**src/rtl/weight_buffer_if.sv**
```systemverilog
// Write-side handshake bundle for weight_buffer.
// The producer is the master: it offers a word with wr_valid/wr_data and
// holds it until the loader raises wr_ready. The word moves on the edge
// where both are high.
`timescale 1ns/1ps
interface weight_buffer_if #(
   parameter int WORD_WIDTH = 32
);
   logic                  wr_valid;
   logic [WORD_WIDTH-1:0] wr_data;
   logic                  wr_ready;

   modport master (
      output wr_valid,
      output wr_data,
      input  wr_ready
   );

   modport slave (
      input  wr_valid,
      input  wr_data,
      output wr_ready
   );
endinterface : weight_buffer_if

```
**src/rtl/weight_buffer.sv**
```systemverilog
// Double-buffered weight loader.
// Words stream into a shadow matrix, MSB-first. The ALU sees only the
// active matrix, which is replaced in one step on a swap once the shadow
// set is complete, so the ALU never sees a half-written set.
`timescale 1ns/1ps
module weight_buffer #(
   parameter  int MP_BITWIDTH = 8,
   parameter  int WEIGHT_SIZE = 4,
   parameter  int WORD_WIDTH  = 32,
   localparam int MAT_W       = MP_BITWIDTH * WEIGHT_SIZE * WEIGHT_SIZE,
   localparam int WORDS       = MAT_W / WORD_WIDTH,
   localparam int CNT_W       = $clog2(WORDS) + 1
) (
   input  logic                 clk_i,
   input  logic                 rst_n_i,
   weight_buffer_if.slave       wr_if,
   input  logic                 swap_i,
   input  logic                 clear_i,
   output logic [MAT_W-1:0]     weight_matrix_o,
   output logic                 weight_valid_o,
   output logic                 shadow_full_o,
   output logic [CNT_W-1:0]     load_count_o
);

   // Fill level of the shadow set: the count alone decides the state.
   // The enum keeps the FSM readable.
   typedef enum logic [1:0] {
      ST_EMPTY   = 2'd0,
      ST_FILLING = 2'd1,
      ST_FULL    = 2'd2
   } state_t;

   state_t             state_q;
   logic [CNT_W-1:0]   count_q;
   logic [MAT_W-1:0]   shadow_q;
   logic [MAT_W-1:0]   shadow_d;
   logic [MAT_W-1:0]   active_q;
   logic               valid_q;

   logic               accept;
   logic               last_word;

   // Ready is combinational so that clear_i blocks a same-cycle write.
   // A cleared word is then neither stored nor counted.
   assign wr_if.wr_ready = (state_q != ST_FULL) && !clear_i;
   assign accept         = wr_if.wr_valid && wr_if.wr_ready;
   assign last_word      = (count_q == CNT_W'(WORDS - 1));

   // Each shadow word slot loads only when its index matches the count.
   // Word 0 lands in the most significant slot, which matches the ALU's
   // MSB-first slicing of FC and conv weights.
   for (genvar gi = 0; gi < WORDS; gi++) begin : g_slot
      assign shadow_d[MAT_W-1-gi*WORD_WIDTH -: WORD_WIDTH] =
         (accept && (count_q == CNT_W'(gi))) ? wr_if.wr_data
                                             : shadow_q[MAT_W-1-gi*WORD_WIDTH -: WORD_WIDTH];
   end

   // Load/swap FSM. Priority is clear, then swap (FULL only), then write.
   always_ff @(posedge clk_i or negedge rst_n_i) begin
      if (!rst_n_i) begin
         state_q  <= ST_EMPTY;
         count_q  <= '0;
         shadow_q <= '0;
         active_q <= '0;
         valid_q  <= 1'b0;
      end else begin
         shadow_q <= shadow_d;
         if (clear_i) begin
            // Stale shadow bits may remain. They are unreachable until
            // they are overwritten by a complete new set.
            state_q <= ST_EMPTY;
            count_q <= '0;
         end else begin
            case (state_q)
               ST_EMPTY, ST_FILLING: begin
                  // A swap here is ignored: there is no partial promotion.
                  if (accept) begin
                     count_q <= count_q + CNT_W'(1);
                     state_q <= last_word ? ST_FULL : ST_FILLING;
                  end
               end
               ST_FULL: begin
                  if (swap_i) begin
                     active_q <= shadow_q;
                     valid_q  <= 1'b1;
                     count_q  <= '0;
                     state_q  <= ST_EMPTY;
                  end
               end
               default: begin
                  state_q <= ST_EMPTY;
                  count_q <= '0;
               end
            endcase
         end
      end
   end

   assign weight_matrix_o = active_q;
   assign weight_valid_o  = valid_q;
   assign shadow_full_o   = (state_q == ST_FULL);
   assign load_count_o    = count_q;

endmodule : weight_buffer

```
**src/flat_wrapper.sv**
```systemverilog
// flat-port wrapper written by rule: the top's interface ports become plain ports
module weight_buffer_flat 
#(
   parameter  int MP_BITWIDTH = 8,
   parameter  int WEIGHT_SIZE = 4,
   parameter  int WORD_WIDTH  = 32,
   localparam int MAT_W       = MP_BITWIDTH * WEIGHT_SIZE * WEIGHT_SIZE,
   localparam int WORDS       = MAT_W / WORD_WIDTH,
   localparam int CNT_W       = $clog2(WORDS) + 1
)
  (clk_i, rst_n_i, swap_i, clear_i, weight_matrix_o, weight_valid_o, shadow_full_o, load_count_o, wr_if_wr_valid, wr_if_wr_data, wr_if_wr_ready);
  weight_buffer_if #(.WORD_WIDTH(WORD_WIDTH)) wr_if_i ();
  input  logic clk_i;
  input  logic rst_n_i;
  input  logic swap_i;
  input  logic clear_i;
  output logic [MAT_W-1:0] weight_matrix_o;
  output logic weight_valid_o;
  output logic shadow_full_o;
  output logic [CNT_W-1:0] load_count_o;
  input wire logic [$bits(wr_if_i.wr_valid)-1:0] wr_if_wr_valid;
  input wire logic [$bits(wr_if_i.wr_data)-1:0] wr_if_wr_data;
  output wire logic [$bits(wr_if_i.wr_ready)-1:0] wr_if_wr_ready;
  assign wr_if_i.wr_valid = wr_if_wr_valid;
  assign wr_if_i.wr_data = wr_if_wr_data;
  assign wr_if_wr_ready = wr_if_i.wr_ready;
  weight_buffer #(.MP_BITWIDTH(MP_BITWIDTH), .WEIGHT_SIZE(WEIGHT_SIZE), .WORD_WIDTH(WORD_WIDTH)) u_core (.clk_i(clk_i), .rst_n_i(rst_n_i), .wr_if(wr_if_i), .swap_i(swap_i), .clear_i(clear_i), .weight_matrix_o(weight_matrix_o), .weight_valid_o(weight_valid_o), .shadow_full_o(shadow_full_o), .load_count_o(load_count_o));
endmodule
```
**config.mk**
```make
export PLATFORM = sky130hd
export DESIGN_NAME = weight_buffer_flat
export DESIGN_NICKNAME = d
export VERILOG_FILES = /design/src/rtl/weight_buffer_if.sv /design/src/rtl/weight_buffer.sv /design/src/flat_wrapper.sv
export SDC_FILE = /design/constraint.sdc
export NUM_CORES = 1
export LEC_CHECK = 0
export ABC_AREA = 1
export CELL_PAD_IN_SITES_DETAIL_PLACEMENT = 1
export CELL_PAD_IN_SITES_GLOBAL_PLACEMENT = 2
export CORE_MARGIN = 2
export CORE_UTILIZATION = 30
export CTS_BUF_LIST = sky130_fd_sc_hd__clkbuf_16
export DETAILED_ROUTE_END_ITERATION = 8
export PLACE_DENSITY = 0.83
export SLEW_MARGIN = 40
export SYNTH_ARGS = -nofsm -noshare
export SYNTH_HDL_FRONTEND = slang
export SYNTH_SLANG_ARGS = --single-unit
```
**constraint.sdc**
```tcl
create_clock -name clk_i -period 1.38 [get_ports clk_i]
set_input_delay 0.345 -clock clk_i [delete_from_list [all_inputs] [get_ports clk_i]]
set_output_delay 0.345 -clock clk_i [all_outputs]
set_load 0.02 [all_outputs]
```
==> flow_metrics.tcl <==
set metrics [dict create \
    pin_count_of_the_biggest_net_entering_global_routing 72 \
    finalSetupTns_ps -64690 \
    ir_drop_mv 0.947 \
    gp_congestion 0.747 \
    synth.area.mux_share 0 \
    postSynthCellCount 1159 \
    static-leakage-power_nw 8.75 \
    grt_use_total 0.202 \
    critPathArrivalTime_ps 2150 \
    grt_overflow_total 0 \
    worstPathRequired_ps 1830 \
    worst_slew_pin_slew_ps 402 \
    drt_iter0_markers 437 \
    achievable-frequency_ghz 0.587 \
    final_util 0.512 \
    ff2ff_path_depth 10 \
    via_count 9618 \
    design.die.area_mm2 0.0372 \
    drt-wirelength-per-cell_um 21.5 \
    grt_antenna_before_repair 1 \
    synth_fa_ha_area_frac 0.00585 \
    tritoncts_clock_tree "done" \
    globalRouteMet3Util 0.0309 \
    rsz0062_at_grt "true" \
    synthXorXnorAreaFrac 0 \
    max_h_tree_level 1 \
    most_congested_layer_reported_by_global_routing "met2" \
    post_route_cells_drive_above_1_share 0.491 \
    yosys.area.top_type "dfrtp_1" \
    drc 0 \
    port-buffer-count 170 \
    ctsLongestPathBuffers 3 \
    timing.final.max_slew_violations 0 \
    syn_to_final_growth_pct 69.0 \
    timing.max_cap.violations 0 \
    post_synth_and_or_nand_nor_area_fraction 0.221 \
    crit_path_max_fanout 6 \
    worst_setup_path_end_kind "flip-flop" \
    syn_area_mm2 0.0107 \
    avgViaCountPerCell 4.88 \
    grt_first_pass_wirelength_mm 57.8 \
    status "finished, violations left" \
    initial_core_util 0.303 \
    die-width_um 193 \
    floorplan_core_area_mm2 0.0353 \
    fin_total_pwr_mw 25.7 \
    total_cts_buffers 30 \
    final.hold.worst_slack_ps 157 \
    postSynthAreaPerCell_um2 9.23 \
    clk_pin_slew_worst_paths_ps 60 \
    rr_startpoint "u_core.state_q[0]" \
    ys_warn_count 0 \
    final.period_utilization 1.23 \
    final_period_minus_worst_setup_slack_ps 1700 \
    worst_setup_path_start_kind "flip-flop" \
    finalNetCount 1526 \
    drt_pass1_iterations 4 \
    largest_family_of_logic_cells_by_synthesized_area "simple AND/OR/NAND/NOR gates" \
    timing.final.hold_violations 0 \
    placed_cells 1773 \
    synth_compound_gate_area_share 0.0633 \
    startpoint_of_the_worst_hold_path "wr_if_wr_valid" \
    synth.ff_latch_count 262 \
    path_class "reg2reg" \
    failing_checks "negative setup slack" \
    routed_wirelength_mm 42.4 \
    min_path_type "in2reg" \
    setup_violations 394 \
    worst_slew_margin_rel 0.732 \
    first_global_vias 10200 \
    dp_hpwl_mm 21.8 \
    die_height_um 193 \
    synth.yosys.seq_area_share 0.613 \
    yosys-top-cells-area "dfrtp_1 (61%), nand2_1 (14%), nand4_1 (7.7%)" \
    clockRootBuffer "clkbuf_16" \
    power_per_cell_area_mw_per_mm2 1420 \
    antenna_violating_nets_post_route 0 \
    worst_skew_pair.late_latency_ps 560 \
    clock_skew_ps 9.01 \
    worst_slack_ps -324 \
    whs_path_depth 3 \
    postSynthNetCount 1201 \
    synth_cell_types 20 \
    grtUsageMet1 0.266 \
    num_rows 69 \
    synth_largest_type_area_fraction 0.613 \
    io_pins 171 \
    clock-sinks 262 \
    layoutNonFillerInstCount 1970 \
    worstSetupStartpoint "u_core.state_q[0]" \
    gr-usage-met2 0.347 \
]
## cells in the final DEF, fill, tap and decap left out, drive strengths merged
cell type	count
a21oi	1
buf	320
bufinv	3
clkbuf	51
clkdlybuf4s50	34
clkinv	14
clkinvlp	1
dfrtp	262
diode	1
dlygate4sd3	1
ha	5
inv	147
nand2	393
nand3	5
nand4	132
nor2	5
o21ai	132
o31ai	1
or2	1
## timing repair
action / in CTS / in global routing
hold endpoints to repair: 163 / 0
gates cloned: 18 / 25
setup buffers: 80 / 23
pin swaps: 21 / 13
resized for setup: 977 / 416
hold buffers: 1 / 0
setup endpoints to repair: 389 / 396
## routing by layer
layer / up-vias / wire [um] / part of all wire
met3: 64 / 1950 / 0.046
li1: 4404 / - / -
met1: 4931 / 17600 / 0.42
met4: 0 / 955 / 0.023
met5: - / 0 / 0
met2: 219 / 21800 / 0.51
## synth_stat cells, drive strengths merged
library cell and count:
clkbuf 26, nand2 393, nand3 5, inv 140
o31ai 1, dfrtp 262, nor2 5, ha 5
buf 56, or2 1, o21ai 132, nand4 132
a21oi 1
## registers in the layout, indices dropped and copies added, names as in the netlist
signal and flops:
u_core.weight_valid_o 1, u_core.shadow_q 128, u_core.weight_matrix_o 128, u_core.load_count_o 3, u_core.state_q 2
## worst paths after layout
kind,to,slack [ps]
worst min register to register,u_core.shadow_q[96],480
worst max-delay path,u_core.weight_matrix_o[124],-320
worst max register to register,u_core.weight_matrix_o[124],-320
min in group asynchronous,u_core.shadow_q[91],230
worst min-delay path,u_core.state_q[1],160
max in group asynchronous,u_core.weight_matrix_o[73],490
## layout make-up
type	count	area (um2)
fillers	3736	17200
flip-flops and latches	262	6560
repair buffers	375	4770
multi-input cells	675	4660
clock buffers	31	776
well taps	461	577
inverters	140	533
clock inverters	25	189
diodes	1	2.50
## cell families (layout without fill, tap and decap cells)
kind of cell,count (synthesis),in the layout
other,0,1
DFF,262,262
buffers and inverters,222,571
AOI/OAI and AO/OA,134,134
adders and majority gates,5,5
and+or+nand+nor,536,536
## power by group
group          internal (mW)  total [mW]  switching, mW
Combinational           3.03        6.59           3.56
Clock                   4.59        7.93           3.33
Sequential              9.52        11.2           1.72
Total                   17.1        25.7           8.61
## worst max-delay path, stage by stage, from the launching register on
cell	delay (ps)
dfrtp_1	410
buf_6	140
nor2_4	120
buf_6	120
nand3_4	130
buf_12	180
buf_12	120
buf_16	140
buf_12	140
nand2_4	60
o21ai_2	50
## stage by stage
step	cell area (um2)	setup WS, ps
2_1_floorplan	10800	-83.1
3_3_place_gp	13300	-663
3_5_place_dp	13300	-685
4_1_cts	16000	-315
5_1_grt	18100	-398
6_report	18100	-324
(Power assumes the default switching activity.)
